===== src/rtl/ivl_ovl_pkg.sv =====
// Shared types, default parameters and saturating add for the OVL window checkers.
package ivl_ovl_pkg;

    typedef enum logic {IDLE = 1'b0, WINDOW = 1'b1} win_state_t;

    localparam int DEF_NUM_CH  = 4;
    localparam int DEF_WIDTH   = 4;
    localparam int DEF_MAX_WIN = 0;
    localparam int DEF_CNT_W   = 8;

    // Adds two values and clamps to 2^w-1; w may be 1..32.
    function automatic logic [31:0] sat_add(input logic [31:0] a, input logic [31:0] b,
                                            input int unsigned w);
        logic [32:0] sum;
        logic [32:0] lim;
        sum = {1'b0, a} + {1'b0, b};
        lim = (33'd1 << w) - 33'd1;
        return (sum > lim) ? lim[31:0] : sum[31:0];
    endfunction

endpackage


===== src/rtl/ivl_ovl_win_unchange_chan.sv =====
// One channel of the window-unchange checker: FSM, capture, window counter, fire flops.
// IVL_OVL_WIN_COVER_EN adds a combinational clean-close strobe for the window counter.
module ivl_ovl_win_unchange_chan
    import ivl_ovl_pkg::*;
#(
    parameter int WIDTH   = DEF_WIDTH,
    parameter int MAX_WIN = DEF_MAX_WIN,
    parameter int CNT_W   = DEF_CNT_W
) (
    input  logic             clock,
    input  logic             reset,
    input  logic             i_enable,
    input  logic             i_start,
    input  logic             i_end,
    input  logic [WIDTH-1:0] i_expr,
`ifdef IVL_OVL_WIN_COVER_EN
    output logic             o_clean,
`endif
    output logic             o_fire_change,
    output logic             o_fire_timeout,
    output logic             o_active
);

    localparam logic [CNT_W-1:0] MAX_L = CNT_W'(MAX_WIN);

    win_state_t       r_state, w_state_nxt;
    logic [WIDTH-1:0] r_cap, w_cap_nxt;
    logic [CNT_W-1:0] r_cnt, w_cnt_nxt;
    logic             r_fire_chg, r_fire_to;
    logic             w_chg, w_to;
`ifdef IVL_OVL_WIN_COVER_EN
    logic             r_viol, w_viol_nxt;
`endif

    always_comb begin
        w_state_nxt = r_state;
        w_cap_nxt   = r_cap;
        w_cnt_nxt   = r_cnt;
        w_chg       = 1'b0;
        w_to        = 1'b0;
`ifdef IVL_OVL_WIN_COVER_EN
        w_viol_nxt  = r_viol;
        o_clean     = 1'b0;
`endif
        if (!i_enable) begin
            w_state_nxt = IDLE;
        end else begin
            case (r_state)
                IDLE: if (i_start) begin
                    w_state_nxt = WINDOW;
                    w_cap_nxt   = i_expr;
                    w_cnt_nxt   = '0;
`ifdef IVL_OVL_WIN_COVER_EN
                    w_viol_nxt  = 1'b0;
`endif
                end
                WINDOW: begin
                    // Case inequality so an unknown sample is treated as a change.
                    w_chg     = (i_expr !== r_cap);
                    w_cap_nxt = i_expr;
                    if (i_end) begin
                        w_state_nxt = IDLE;
`ifdef IVL_OVL_WIN_COVER_EN
                        o_clean     = !(r_viol || w_chg);
`endif
                    end else if (MAX_WIN > 0) begin
                        w_cnt_nxt = r_cnt + 1'b1;
                        if (w_cnt_nxt == MAX_L) begin
                            w_to        = 1'b1;
                            w_state_nxt = IDLE;
                        end
                    end
`ifdef IVL_OVL_WIN_COVER_EN
                    w_viol_nxt = r_viol | w_chg | w_to;
`endif
                end
                default: w_state_nxt = IDLE;
            endcase
        end
    end

    always_ff @(posedge clock or posedge reset) begin
        if (reset) begin
            r_state    <= IDLE;
            r_cap      <= '0;
            r_cnt      <= '0;
            r_fire_chg <= 1'b0;
            r_fire_to  <= 1'b0;
`ifdef IVL_OVL_WIN_COVER_EN
            r_viol     <= 1'b0;
`endif
        end else begin
            r_state    <= w_state_nxt;
            r_cap      <= w_cap_nxt;
            r_cnt      <= w_cnt_nxt;
            r_fire_chg <= w_chg;
            r_fire_to  <= w_to;
`ifdef IVL_OVL_WIN_COVER_EN
            r_viol     <= w_viol_nxt;
`endif
        end
    end

    assign o_fire_change  = r_fire_chg;
    assign o_fire_timeout = r_fire_to;
    assign o_active       = (r_state == WINDOW);

endmodule


===== src/rtl/ivl_ovl_win_unchange_multi.sv =====
// Multi-channel window-unchange checker with shared saturating error counter.
// Define IVL_OVL_WIN_COVER_EN to add the win_count clean-close counter output.
module ivl_ovl_win_unchange_multi
    import ivl_ovl_pkg::*;
#(
    parameter int NUM_CH  = DEF_NUM_CH,
    parameter int WIDTH   = DEF_WIDTH,
    parameter int MAX_WIN = DEF_MAX_WIN,
    parameter int CNT_W   = DEF_CNT_W
) (
    input  logic                    clock,
    input  logic                    reset,
    input  logic                    enable,
    input  logic [NUM_CH-1:0]       start_event,
    input  logic [NUM_CH-1:0]       end_event,
    input  logic [NUM_CH*WIDTH-1:0] test_expr,
    output logic [NUM_CH-1:0]       fire_change,
    output logic [NUM_CH-1:0]       fire_timeout,
    output logic [NUM_CH-1:0]       win_active,
`ifdef IVL_OVL_WIN_COVER_EN
    output logic [CNT_W-1:0]        win_count,
`endif
    output logic [CNT_W-1:0]        err_count
);

    logic [6:0] w_pop;
`ifdef IVL_OVL_WIN_COVER_EN
    logic [NUM_CH-1:0] w_clean;
    logic [6:0]        w_clean_pop;
`endif

    for (genvar c = 0; c < NUM_CH; c++) begin : g_ch
        ivl_ovl_win_unchange_chan #(
            .WIDTH  (WIDTH),
            .MAX_WIN(MAX_WIN),
            .CNT_W  (CNT_W)
        ) u_chan (
            .clock         (clock),
            .reset         (reset),
            .i_enable      (enable),
            .i_start       (start_event[c]),
            .i_end         (end_event[c]),
            .i_expr        (test_expr[c*WIDTH +: WIDTH]),
`ifdef IVL_OVL_WIN_COVER_EN
            .o_clean       (w_clean[c]),
`endif
            .o_fire_change (fire_change[c]),
            .o_fire_timeout(fire_timeout[c]),
            .o_active      (win_active[c])
        );
    end

    always_comb begin
        w_pop = '0;
        for (int c = 0; c < NUM_CH; c++)
            w_pop = w_pop + 7'(fire_change[c]) + 7'(fire_timeout[c]);
    end

    // Accumulates the registered fires, hence one cycle behind them.
    always_ff @(posedge clock or posedge reset) begin
        if (reset) err_count <= '0;
        else       err_count <= CNT_W'(sat_add(32'(err_count), 32'(w_pop), CNT_W));
    end

`ifdef IVL_OVL_WIN_COVER_EN
    always_comb begin
        w_clean_pop = '0;
        for (int c = 0; c < NUM_CH; c++)
            w_clean_pop = w_clean_pop + 7'(w_clean[c]);
    end

    always_ff @(posedge clock or posedge reset) begin
        if (reset) win_count <= '0;
        else       win_count <= CNT_W'(sat_add(32'(win_count), 32'(w_clean_pop), CNT_W));
    end
`endif

endmodule


===== config.mk =====
export PLATFORM = sky130hd
export DESIGN_NAME = ivl_ovl_win_unchange_multi
export DESIGN_NICKNAME = d
export VERILOG_FILES = /design/src/rtl/ivl_ovl_pkg.sv /design/src/rtl/ivl_ovl_win_unchange_chan.sv /design/src/rtl/ivl_ovl_win_unchange_multi.sv
export SDC_FILE = /design/constraint.sdc
export NUM_CORES = 1
export LEC_CHECK = 0
export BUFFER_PORTS_ARGS = -buffer_cell sky130_fd_sc_hd__clkbuf_2
export CORE_UTILIZATION = 50
export CTS_CLUSTER_SIZE = 14
export DETAILED_ROUTE_END_ITERATION = 8
export GPL_TIMING_DRIVEN = 1
export PLACE_DENSITY = 0.81
export SLEW_MARGIN = 0
export SYNTH_ARGS = -nofsm -noshare
export SYNTH_HDL_FRONTEND = slang
export SYNTH_SLANG_ARGS = --single-unit

===== constraint.sdc =====
create_clock -name clock -period 2.75 [get_ports clock]
set_clock_uncertainty 0.2 [all_clocks]
set_input_delay 0.1375 -clock clock [delete_from_list [all_inputs] [get_ports clock]]
set_output_delay 0.1375 -clock clock [all_outputs]
set_load 0.02 [all_outputs]

==> metrics <==
status=finished, violations left; failing checks=DRC; GP Congestion=a little over 0.8; part of the Yosys area used for sequential elements=0.518; Die Area=around 3300 um2; worst reg2reg setup slack=~220 ps; crit-path leading delay family=adder cells; # diodes=0; slowest cell on the critical path=fa_1; Worst VDD drop=0.000399 V; crit-path max cell delay=about 550 ps; Netlist cell types=22; DR iter-0 viols=32; DRC viols=3; worst hold path class=in2reg; Startpoint Class=register; Finished Cell Area=a little over 2000 um2; Detailed Place HPWL=2040 um; area grow syn2layout=33.7%; CTS max path bufs=2; clock sink total=32; Mapped Area=between 1500 and 2000 um2; Port Buffers=42; final wirelength=3280 um; H-tree depth=2; RSZ-0062 raised after global routing=false; Initial Utilization=0.542; share of cells above drive strength 1=0.342; wire length of the first global-routing pass=5370 um; Critical Path AT=2640 ps; Clock Latency Late Sink=roughly 350 ps; Via density=5.16; FP Rows=19; Detailed Routing Iterations Pass 1=7; Setup WS pre-CTS=184 ps; Slew Viols, Final=0; Antenna Nets Post-Route=0; die width=~58 um; FF-to-FF End=err_count[1]; setup TNS=0 ps; initial antenna violation count=0; clock slew at reported path FFs=120 ps; IO Pins=47; Layout Utilization=0.725; Crit. End Element=register; register area=801 um2; Cells after Synth=approximately 130; Post-CTS Setup Bufs=0; WS Path Type=reg2reg; Placed Cells=196; Synth Area per Inst=11.8 um2; minimum clock period=around 2500 ps; final worst-path cycle share=0.920; nets=between 200 and 250; total CTS buffers=5; CTS root buf=clkbuf_4; Core ar.=2850 um2; Final Hold Viols=0; Overflow after GRT=0; Leak=0.981 nW; post-place instance area=1720 um2; final setup vio count=0; most numerous cell on the critical path=fa_1; register bit count reported by yosys=32; CP required=2860 ps; vias after detailed routing=1,186; Die Ht=~58 um; MaxCap Viol Count=0; Hold Crit Start=start_event[3]; RR Startpoint=err_count[0]; Warnings, synthesis=0; crit-path cells=fa_1 > inv_1 > fa_1 > inv_1 > fa_1 > nand2_1 > nor2_2 > nand2_1 > or2b_1; Finished Layout Cells=230; GR Util All Layers=0.225; power per standard cell area=719 nW/um2; fmax=0.395 GHz; Cells on Worst Hold Path=3; worst path bufs/invs=2; vias in the first global route=1,204; Fin Hold WS=81.1 ps; largest net degree at the start of global routing=33; total power=1.49 mW; path depth of the worst reg2reg path=9; critical path peak fanout=4; post-DR wirelength/cell=14.3 um; fillers=219; Crit. Startpoint=err_count[0]; TritonCTS clock tree=yes; Hold Path End=g_ch[3].u_chan.r_cap[2]; multi-input logic area=643 um2; Final WS setup=220 ps
## state kept, by name, indices dropped and copies added, names as in the netlist
| register | count |
|---|---|
| g_ch.u_chan.o_active | 4 |
| g_ch.u_chan.r_cap | 16 |
| err_count | 8 |
| g_ch.u_chan.o_fire_change | 4 |
## cell type report
cell class / instances / share of cell area
Inverter: 7 / 0.0127
Sequential cell: 32 / 0.387
Tap cell: 31 / 0.0188
Multi-Input combinational cell: 83 / 0.311
Clock buffer: 5 / 0.0182
Clock inverter: 3 / 0.0206
Timing Repair Buffer: 69 / 0.231
## routing by layer
metal  global-route usage  share of wire  vias to the layer above
met5                    0              0                        -
met4               0.0941          0.021                        0
met3               0.0759          0.038                        9
met2                0.415           0.55                       36
met1                0.232           0.39                      584
li1                     -              -                      557
## cell usage in the layout (no fill, tap or decap), drive strengths merged, types with 3 or more instances in the layout
| master | Yosys | layout |
|---|---|---|
| conb | 1 | 4 |
| o21ai | 5 | 5 |
| inv | 7 | 7 |
| nor2 | 6 | 6 |
| fa | 3 | 3 |
| nand2 | 11 | 11 |
| mux2 | 16 | 16 |
| clkbuf | 0 | 47 |
| dfrtp | 32 | 32 |
| a41oi | 4 | 4 |
| a21oi | 6 | 6 |
| xnor2 | 16 | 16 |
| dlygate4sd3 | 0 | 26 |
## worst min-delay path: stages
cell,delay (ps)
clkbuf_2,70
o21ai_1,130
mux2_2,260
## kinds of logic after synthesis
group	after synthesis	share of synthesized area
flops	32	0.518
simple gates	22	0.0607
buf+inv	19	0.0752
compound gates	18	0.0720
xor+xnor	18	0.102
mux	17	0.123
fa+ha+maj	4	0.0469
other cells	1	0.00242
## cell usage after synthesis
master	instances	area, um2
dfrtp_1	32	801
mux2_2	16	180
xnor2_1	16	140
buf_4	12	90.1
nand2_1	11	41.3
inv_1	7	26.3
a21oi_1	6	30.0
nor2_1	6	22.5
a41oi_1	4	35.0
o21ai_1	4	20.0
fa_1	3	60.1
a31oi_1	2	12.5
nor2b_1	2	12.5
xor2_1	2	17.5
conb_1	1	3.75
ha_1	1	12.5
mux2i_1	1	10.0
nand3_1	1	5.00
nor3_1	1	5.00
o2111ai_1	1	8.76
o21ai_0	1	5.00
or2b_1	1	7.51
## worst max-delay path by stage
| stage | to | slack (ps) | depth (start not counted) |
|---|---|---|---|
| 5_1_grt | err_count[1] | 60 | 9 |
| 3_3_place_gp | err_count[1] | 310 | 9 |
| 4_1_cts | err_count[1] | 160 | 9 |
| 2_1_floorplan | err_count[1] | 300 | 9 |
| 3_5_place_dp | err_count[1] | 180 | 9 |
| 6_report | err_count[1] | 220 | 9 |
## repair_timing
action | CTS | global route
resized for setup | 0 | 1
hold buffers | 26 | 0
hold endpoints to repair | 56 | 0
endpoints found under the setup margin | 0 | 1
## report_power, final
group          switching [mW]  internal, mW
sequential              0.101         0.568
clock                   0.178         0.190
combinational           0.238         0.211
total                   0.518         0.969
(Power assumes the default switching activity.)
